[src/rtl/mersenne_candidate_gen_if.sv]
`default_nettype none
// ============================================================================
//  Module   : mersenne_candidate_gen_if
//  Brief    : Host control/status bundle plus the checker handshake used by
//             the Mersenne trial-divisor candidate generator.
//  Revision : 1.0 - initial release
// ============================================================================
interface mersenne_candidate_gen_if #(
  parameter int DW = 32,
  parameter int KW = 32
);
  // host side: search request and held result
  logic          start;
  logic [DW-1:0] p;
  logic [KW-1:0] k_max;
  logic          busy;
  logic          done;
  logic          found;
  logic          err;
  logic [DW-1:0] factor;
  logic [KW-1:0] k_out;

  // checker side: one divisor at a time, verdict comes back later
  logic          chk_start;
  logic [DW-1:0] chk_p;
  logic [DW-1:0] chk_d;
  logic          chk_isPrime;
  logic          chk_finished;

  // the generator itself
  modport slave (
    input  start, p, k_max, chk_isPrime, chk_finished,
    output busy, done, found, err, factor, k_out, chk_start, chk_p, chk_d
  );

  // host plus checker surrounding the generator
  modport master (
    output start, p, k_max, chk_isPrime, chk_finished,
    input  busy, done, found, err, factor, k_out, chk_start, chk_p, chk_d
  );
endinterface
`default_nettype wire

[src/rtl/mersenne_candidate_gen.sv]
`default_nettype none
// ============================================================================
//  Module   : mersenne_candidate_gen
//  Brief    : Walks k = 1..k_max for exponent p, forms d = 2kp+1, drops
//             candidates with d mod 8 outside {1,7}, issues survivors to the
//             Mersenne factor checker and stops on the first factor, on k_max
//             or on divisor overflow. All residues are tracked incrementally.
//  Options  : SMALL_PRIME_SIEVE_EN - also drop d divisible by 3, 5 or 7
//             (except d itself equal to 3, 5 or 7); INIT then takes DW cycles
//             to reduce p bit-serially.
//  Revision : 1.0 - initial release
// ============================================================================
module mersenne_candidate_gen #(
  parameter int DW = 32,
  parameter int KW = 32
) (
  input  wire logic                   sys_clk,
  input  wire logic                   sys_rst,
  mersenne_candidate_gen_if.slave     bus
);

  typedef enum logic [2:0] {
    S_IDLE  = 3'd0,
    S_INIT  = 3'd1,
    S_GEN   = 3'd2,
    S_ISSUE = 3'd3,
    S_WAIT  = 3'd4,
    S_DONE  = 3'd5
  } state_t;

  state_t        state_q, state_d;
  logic [DW-1:0] chk_p_q, chk_p_d;     // latched exponent, also drives checker
  logic [KW-1:0] kmax_q, kmax_d;
  logic [KW:0]   k_q, k_d;             // one spare bit so k_max = all-ones terminates
  logic [DW-1:0] d_q, d_d;
  logic [DW:0]   inc_q, inc_d;         // 2p
  logic [2:0]    r8_q, r8_d;           // d mod 8
  logic          found_q, found_d;
  logic          err_q, err_d;
  logic [DW-1:0] factor_q, factor_d;
  logic [KW-1:0] k_out_q, k_out_d;
  logic [DW-1:0] chk_d_q, chk_d_d;

  logic [DW+1:0] w_sum;                // d + inc with room for any carry
  logic          w_ovf;
  logic          w_bad_p;
  logic          w_pass;
  logic          w_adv;

`ifdef SMALL_PRIME_SIEVE_EN
  localparam int CW = (DW > 1) ? $clog2(DW) : 1;

  logic [DW-1:0] sh_q, sh_d;           // p shifted out MSB-first during INIT
  logic [CW-1:0] cnt_q, cnt_d;
  logic [2:0]    pm3_q, pm3_d, pm5_q, pm5_d, pm7_q, pm7_d;   // p mod m, partial
  logic [2:0]    i3_q, i3_d, i5_q, i5_d, i7_q, i7_d;         // inc mod m
  logic [2:0]    r3_q, r3_d, r5_q, r5_d, r7_q, r7_d;         // d mod m
  logic          w_sieve_ok;

  // (2r + b) mod m for r < m: a single conditional subtraction
  function automatic logic [2:0] mod_shift(input logic [2:0] r, input logic b,
                                           input logic [2:0] m);
    logic [3:0] t;
    t = {r, 1'b0} + {3'b000, b};
    if (t >= {1'b0, m}) t = t - {1'b0, m};
    return t[2:0];
  endfunction

  // (a + b) mod m for a, b < m
  function automatic logic [2:0] mod_add(input logic [2:0] a, input logic [2:0] b,
                                         input logic [2:0] m);
    logic [3:0] t;
    t = {1'b0, a} + {1'b0, b};
    if (t >= {1'b0, m}) t = t - {1'b0, m};
    return t[2:0];
  endfunction

  // a zero residue means a small prime divides d, unless d is that prime
  always_comb begin
    w_sieve_ok = !(((r3_q == 3'd0) && (d_q != DW'(3))) ||
                   ((r5_q == 3'd0) && (d_q != DW'(5))) ||
                   ((r7_q == 3'd0) && (d_q != DW'(7))));
  end
`endif

  // shared datapath terms: next divisor, overflow, exponent sanity, filter
  always_comb begin
    w_sum   = {2'b00, d_q} + {1'b0, inc_q};
    w_ovf   = |w_sum[DW+1:DW];
    w_bad_p = (chk_p_q < DW'(3)) || !chk_p_q[0];
`ifdef SMALL_PRIME_SIEVE_EN
    w_pass  = ((r8_q == 3'd1) || (r8_q == 3'd7)) && w_sieve_ok;
`else
    w_pass  = (r8_q == 3'd1) || (r8_q == 3'd7);
`endif
  end

  // next-state and datapath updates for the search walk
  always_comb begin
    state_d  = state_q;
    chk_p_d  = chk_p_q;
    kmax_d   = kmax_q;
    k_d      = k_q;
    d_d      = d_q;
    inc_d    = inc_q;
    r8_d     = r8_q;
    found_d  = found_q;
    err_d    = err_q;
    factor_d = factor_q;
    k_out_d  = k_out_q;
    chk_d_d  = chk_d_q;
    w_adv    = 1'b0;
`ifdef SMALL_PRIME_SIEVE_EN
    sh_d  = sh_q;
    cnt_d = cnt_q;
    pm3_d = pm3_q;
    pm5_d = pm5_q;
    pm7_d = pm7_q;
    i3_d  = i3_q;
    i5_d  = i5_q;
    i7_d  = i7_q;
    r3_d  = r3_q;
    r5_d  = r5_q;
    r7_d  = r7_q;
`endif

    case (state_q)
      S_IDLE: begin
        if (bus.start) begin
          chk_p_d  = bus.p;
          kmax_d   = bus.k_max;
          found_d  = 1'b0;
          err_d    = 1'b0;
          factor_d = '0;
          k_out_d  = '0;
          state_d  = S_INIT;
`ifdef SMALL_PRIME_SIEVE_EN
          sh_d  = bus.p;
          cnt_d = '0;
          pm3_d = 3'd0;
          pm5_d = 3'd0;
          pm7_d = 3'd0;
`endif
        end
      end

      S_INIT: begin
        // p with its MSB set would make 2p+1 overflow the operand width
        if (w_bad_p || chk_p_q[DW-1]) begin
          err_d   = 1'b1;
          state_d = S_DONE;
        end else begin
          d_d   = {chk_p_q[DW-2:0], 1'b1};
          inc_d = {chk_p_q, 1'b0};
          k_d   = (KW+1)'(1);
          r8_d  = {chk_p_q[1:0], 1'b1};
`ifdef SMALL_PRIME_SIEVE_EN
          sh_d  = {sh_q[DW-2:0], 1'b0};
          cnt_d = cnt_q + CW'(1);
          pm3_d = mod_shift(pm3_q, sh_q[DW-1], 3'd3);
          pm5_d = mod_shift(pm5_q, sh_q[DW-1], 3'd5);
          pm7_d = mod_shift(pm7_q, sh_q[DW-1], 3'd7);
          if (cnt_q == CW'(DW - 1)) begin
            i3_d    = mod_add(pm3_d, pm3_d, 3'd3);
            i5_d    = mod_add(pm5_d, pm5_d, 3'd5);
            i7_d    = mod_add(pm7_d, pm7_d, 3'd7);
            r3_d    = mod_add(i3_d, 3'd1, 3'd3);
            r5_d    = mod_add(i5_d, 3'd1, 3'd5);
            r7_d    = mod_add(i7_d, 3'd1, 3'd7);
            state_d = S_GEN;
          end
`else
          state_d = S_GEN;
`endif
        end
      end

      S_GEN: begin
        if (k_q > {1'b0, kmax_q}) begin
          k_out_d = k_q[KW-1:0] - KW'(1);
          state_d = S_DONE;
        end else if (w_pass) begin
          chk_d_d = d_q;
          state_d = S_ISSUE;
        end else begin
          w_adv = 1'b1;
        end
      end

      S_ISSUE: begin
        state_d = S_WAIT;
      end

      S_WAIT: begin
        if (bus.chk_finished) begin
          if (!bus.chk_isPrime) begin
            found_d  = 1'b1;
            factor_d = d_q;
            k_out_d  = k_q[KW-1:0];
            state_d  = S_DONE;
          end else begin
            w_adv = 1'b1;
          end
        end
      end

      S_DONE: begin
        state_d = S_IDLE;
      end

      default: begin
        state_d = S_IDLE;
      end
    endcase

    // step to the next k; a divisor that no longer fits ends the search
    if (w_adv) begin
      if (w_ovf) begin
        err_d   = 1'b1;
        k_out_d = k_q[KW-1:0];
        state_d = S_DONE;
      end else begin
        k_d     = k_q + (KW+1)'(1);
        d_d     = w_sum[DW-1:0];
        r8_d    = r8_q + inc_q[2:0];
`ifdef SMALL_PRIME_SIEVE_EN
        r3_d    = mod_add(r3_q, i3_q, 3'd3);
        r5_d    = mod_add(r5_q, i5_q, 3'd5);
        r7_d    = mod_add(r7_q, i7_q, 3'd7);
`endif
        state_d = S_GEN;
      end
    end
  end

  // state and datapath registers with synchronous reset
  always_ff @(posedge sys_clk) begin
    if (sys_rst) begin
      state_q  <= S_IDLE;
      chk_p_q  <= '0;
      kmax_q   <= '0;
      k_q      <= '0;
      d_q      <= '0;
      inc_q    <= '0;
      r8_q     <= '0;
      found_q  <= 1'b0;
      err_q    <= 1'b0;
      factor_q <= '0;
      k_out_q  <= '0;
      chk_d_q  <= '0;
    end else begin
      state_q  <= state_d;
      chk_p_q  <= chk_p_d;
      kmax_q   <= kmax_d;
      k_q      <= k_d;
      d_q      <= d_d;
      inc_q    <= inc_d;
      r8_q     <= r8_d;
      found_q  <= found_d;
      err_q    <= err_d;
      factor_q <= factor_d;
      k_out_q  <= k_out_d;
      chk_d_q  <= chk_d_d;
    end
  end

`ifdef SMALL_PRIME_SIEVE_EN
  // small-prime residue registers
  always_ff @(posedge sys_clk) begin
    if (sys_rst) begin
      sh_q  <= '0;
      cnt_q <= '0;
      pm3_q <= '0;
      pm5_q <= '0;
      pm7_q <= '0;
      i3_q  <= '0;
      i5_q  <= '0;
      i7_q  <= '0;
      r3_q  <= '0;
      r5_q  <= '0;
      r7_q  <= '0;
    end else begin
      sh_q  <= sh_d;
      cnt_q <= cnt_d;
      pm3_q <= pm3_d;
      pm5_q <= pm5_d;
      pm7_q <= pm7_d;
      i3_q  <= i3_d;
      i5_q  <= i5_d;
      i7_q  <= i7_d;
      r3_q  <= r3_d;
      r5_q  <= r5_d;
      r7_q  <= r7_d;
    end
  end
`endif

  // status and strobes decode straight from the state register
  assign bus.busy      = (state_q == S_INIT) || (state_q == S_GEN) ||
                         (state_q == S_ISSUE) || (state_q == S_WAIT);
  assign bus.done      = (state_q == S_DONE);
  assign bus.chk_start = (state_q == S_ISSUE);
  assign bus.found     = found_q;
  assign bus.err       = err_q;
  assign bus.factor    = factor_q;
  assign bus.k_out     = k_out_q;
  assign bus.chk_p     = chk_p_q;
  assign bus.chk_d     = chk_d_q;

endmodule
`default_nettype wire

[src/flat_wrapper.sv]
// flat-port wrapper written by rule: the top's interface ports become plain ports
module mersenne_candidate_gen_flat 
#(
  parameter int DW = 32,
  parameter int KW = 32
)
  (sys_clk, sys_rst, bus_start, bus_p, bus_k_max, bus_chk_isPrime, bus_chk_finished, bus_busy, bus_done, bus_found, bus_err, bus_factor, bus_k_out, bus_chk_start, bus_chk_p, bus_chk_d);
  mersenne_candidate_gen_if #(.DW(DW), .KW(KW)) bus_i ();
  input  wire logic sys_clk;
  input  wire logic sys_rst;
  input wire logic [$bits(bus_i.start)-1:0] bus_start;
  input wire logic [$bits(bus_i.p)-1:0] bus_p;
  input wire logic [$bits(bus_i.k_max)-1:0] bus_k_max;
  input wire logic [$bits(bus_i.chk_isPrime)-1:0] bus_chk_isPrime;
  input wire logic [$bits(bus_i.chk_finished)-1:0] bus_chk_finished;
  output wire logic [$bits(bus_i.busy)-1:0] bus_busy;
  output wire logic [$bits(bus_i.done)-1:0] bus_done;
  output wire logic [$bits(bus_i.found)-1:0] bus_found;
  output wire logic [$bits(bus_i.err)-1:0] bus_err;
  output wire logic [$bits(bus_i.factor)-1:0] bus_factor;
  output wire logic [$bits(bus_i.k_out)-1:0] bus_k_out;
  output wire logic [$bits(bus_i.chk_start)-1:0] bus_chk_start;
  output wire logic [$bits(bus_i.chk_p)-1:0] bus_chk_p;
  output wire logic [$bits(bus_i.chk_d)-1:0] bus_chk_d;
  assign bus_i.start = bus_start;
  assign bus_i.p = bus_p;
  assign bus_i.k_max = bus_k_max;
  assign bus_i.chk_isPrime = bus_chk_isPrime;
  assign bus_i.chk_finished = bus_chk_finished;
  assign bus_busy = bus_i.busy;
  assign bus_done = bus_i.done;
  assign bus_found = bus_i.found;
  assign bus_err = bus_i.err;
  assign bus_factor = bus_i.factor;
  assign bus_k_out = bus_i.k_out;
  assign bus_chk_start = bus_i.chk_start;
  assign bus_chk_p = bus_i.chk_p;
  assign bus_chk_d = bus_i.chk_d;
  mersenne_candidate_gen #(.DW(DW), .KW(KW)) u_core (.sys_clk(sys_clk), .sys_rst(sys_rst), .bus(bus_i));
endmodule
[config.mk]
export PLATFORM = sky130hd
export DESIGN_NAME = mersenne_candidate_gen_flat
export DESIGN_NICKNAME = d
export VERILOG_FILES = /design/src/rtl/mersenne_candidate_gen_if.sv /design/src/rtl/mersenne_candidate_gen.sv /design/src/flat_wrapper.sv
export SDC_FILE = /design/constraint.sdc
export NUM_CORES = 1
export LEC_CHECK = 0
export ABC_CLOCK_PERIOD_IN_PS = 3400
export CAP_MARGIN = 0
export CORE_MARGIN = 1.5
export CORE_UTILIZATION = 50
export DETAILED_ROUTE_END_ITERATION = 8
export PLACE_DENSITY = 0.77
export SYNTH_ARGS = -nofsm -noshare
export SYNTH_HDL_FRONTEND = slang
export SYNTH_SLANG_ARGS = --single-unit
[constraint.sdc]
create_clock -name sys_clk -period 3.4 [get_ports sys_clk]
set_clock_uncertainty 0.15 [all_clocks]
set_input_delay 0.85 -clock sys_clk [delete_from_list [all_inputs] [get_ports sys_clk]]
set_output_delay 0.85 -clock sys_clk [all_outputs]
set_load 0.03 [all_outputs]
==> summary.txt <==
Outcome
  • Status: finished, final reports clean

Floorplan
  • Row count: a little over 60
  • Starting Density: 0.509
  • Die Area: around 0.029 mm2
  • Die outline width: approximately 170 um
  • Area of the core: 0.0279 mm2
  • IO Pins: about 200
  • Chip height: about 170 um

Job
  • Maximum capacitance violations: 0

Power
  • Power per cell area: slightly below 600 mW/mm2
  • Tot Pwr: between 10 and 15 mW
  • Pleak: ~6.7 nW
  • VDD IR max: between 0.3 and 0.4 mV

Synth
  • Post-synth EDFFs: 0
  • Synth Flop Type: dfxtp_1
  • Leading post-synthesis cells by cell area: dfxtp_1, nand2_1, a21oi_1
  • Synth warnings: 0
  • Post-Syn Area: approximately 0.014 mm2
  • Syn_nets: 1,952
  • Avg Inst Size Synth: slightly below 8 um2
  • Post-Synthesis Cells: approximately 1,800
  • Ys async rst share: 0
  • Share of the synthesized area in the top cell type: 0.374
  • Post-synthesis sequential area ratio: 0.374
  • Synth unique cells: approximately 80
  • Post-synth top area cell: dfxtp_1
  • Yosys reg bits: 265

Cells and area
  • P&R area growth vs syn: 28.7%
  • Most frequent cells in the layout: nand2_1, dfxtp_1, clkdlybuf4s50_1
  • Fillers: roughly 2,300
  • Antenna cells: 0
  • Most common cell after layout, fill and taps aside: nand2_1
  • Final net count: between 2,000 and 2,500
  • Layout cells sized above 1: 0.108

STA
  • Worst slew margin: 0.315
  • Unrepaired setup endpoints after global routing: true
  • Worst slew pin tran: 1020 ps
  • Period utilization: 0.980
  • Fmax: approximately 300 MHz
  • Setup violators final: 0
  • Final Hold Fails: 0
  • Max Transition Viols Final: 0
  • Setup TNS: 0 ps
  • Tmin final: around 3300 ps

Clocking
  • CTS tree: built
  • H-tree depth: 1
  • Clock tree sinks: between 200 and 300
  • Reg clk slew, reported paths: roughly 70 ps
  • CTS Buffer Depth: 3
  • Clock root buffer: clkbuf_16
  • Worst-skew pair later-pin latency: between 500 and 600 ps
  • Hold buffer count at CTS: 0
  • Num CTS Buffers: 28

Drt
  • 1st-pass router iterations: 6
  • Antenna Nets Post-Route: 0
  • Post-Route WL: roughly 45,000 um
  • Via count: 14,600
  • Drt drc: 0
  • Vias per cell: approximately 6.1
  • DR WL/cell: 18.8 um
  • Initial DRC count: ~1,700

Worst setup path
  • Startpoint type of the worst setup path: flip-flop
  • Max incr delay on CP: ~520 ps
  • Critical path origin: u_core.d_q[18]$_SDFF_PP0_
  • Data required, critical path: between 3000 and 4000 ps
  • Crit path DAT: between 3000 and 4000 ps
  • CP max FO: 9
  • CP Cell Sequence: ha_1, nand2_1, o21a_1, o31ai_4, a311oi_2, a21o_1, o21a_4, buf_6, or4_1, a31oi_1
  • Slowest CP cell: or4_1
  • Reg2Reg Launch Point: u_core.d_q[18]$_SDFF_PP0_
  • Kind of critical path: reg2reg
  • Crit end category: flip-flop

Global routing
  • Largest net degree at the start of global routing: 98
  • First-pass GRT wire length: between 70,000 and 80,000 um
  • Initial antenna violation count: 1
  • All-layer global routing usage: 0.297
  • GRT overflow: 0
  • Vias in the first global route: ~13,000

Hold path
  • Hold Crit Class: reg2reg
  • Worst Hold Launch: u_core.kmax_q[4]$_SDFFE_PP0P_

Placed design
  • Port bufs: 201
  • GP Congestion: 0.909
  • DPL Wire Length: 31,000 um
through the flow:
step                       util  cells  cell area, um2  setup WS (ps)  hold slack (ps)
after floorplan               -   1816           14200            263              282
after global placement    0.611   2349           17000           -108              291
after detailed placement  0.611   2349           17000           -104              298
after CTS                 0.645   2397           18000           3.34              306
after global routing      0.655   2411           18300          -54.5              324
final                     0.655   2411           18300           66.3              305
state kept, by name, indices dropped and copies added, names as in the netlist, 32 cells and up:
name and count:
u_core.kmax_q 32, u_core.inc_q 32, u_core.bus.k_out 32, u_core.bus.factor 32
u_core.d_q 32, u_core.k_q 33, u_core.bus.chk_d 32, u_core.bus.chk_p 32
cell type report:
class | instances | area [um2] | area share
Tap cell | 378 | 473 | 0.0259
Inverter | 55 | 206 | 0.0113
Clock inverter | 7 | 114 | 0.00624
Clock buffer | 41 | 841 | 0.0461
Sequential cell | 265 | 5310 | 0.291
Multi-Input combinational cell | 1349 | 8210 | 0.449
Timing Repair Buffer | 316 | 3110 | 0.170
worst max-delay path: cells and delay by family, from the launching register on:
| kind | cells | cell delay [ps] |
|---|---|---|
| AO/OA/AOI/OAI | 6 | 1520 |
| flip-flops | 1 | 340 |
| buffers and inverters | 1 | 170 |
| adder cells (fa/ha/maj) | 1 | 440 |
| AND/OR/NAND/NOR | 2 | 630 |
cell families (layout without fill, tap and decap cells):
logic type	Yosys count	count (layout)	share of synthesized area
buffers and inverters	203	419	0.0589
and+or+nand+nor	704	704	0.231
DFF	265	265	0.374
AOI/OAI and AO/OA	513	514	0.234
muxes	33	33	0.0233
xor gates and xnor gates	31	31	0.0191
adders and majority gates	67	67	0.0596
cell usage after synthesis (all sizes together) (25+ instances only):
cell type / n
nand2: 308
dfxtp: 265
a21oi: 180
nor2: 140
clkbuf: 104
o21ai: 82
nor3: 72
ha: 66
inv: 55
buf: 44
o211ai: 43
nand3: 40
nand4: 36
a22oi: 34
mux2i: 33
a311oi: 30
a211oi: 25
a31oi: 25
layer usage:
metal / GRT usage / vias up / share of wire
li1: - / 6935 / -
met1: 0.426 / 6865 / 0.44
met2: 0.453 / 728 / 0.43
met3: 0.0481 / 82 / 0.097
met4: 0.0912 / 0 / 0.027
met5: 0 / - / 0
what timing repair did:
action                     CTS  global route
cloned                       0             7
setup endpoints to repair   41           126
resized for setup            1            25
pin swaps                    1            44
setup buffers                0             7
where the power goes:
| part | internal [mW] | switching [mW] |
|---|---|---|
| clock | 1.93 | 1.26 |
| sequential | 3.46 | 0.418 |
| combinational | 1.39 | 2.25 |
worst paths after layout:
kind | to | slack, ps | cells after the start
worst max-delay path | u_core.k_q[4]$_SDFF_PP0_ | 70 | 10
worst min register to register | u_core.kmax_q[4]$_SDFFE_PP0P_ | 300 | 2
worst min-delay path | u_core.kmax_q[4]$_SDFFE_PP0P_ | 300 | 2
worst max register to register | u_core.k_q[4]$_SDFF_PP0_ | 70 | 10
Note: power is estimated with default switching activity, not from simulation.
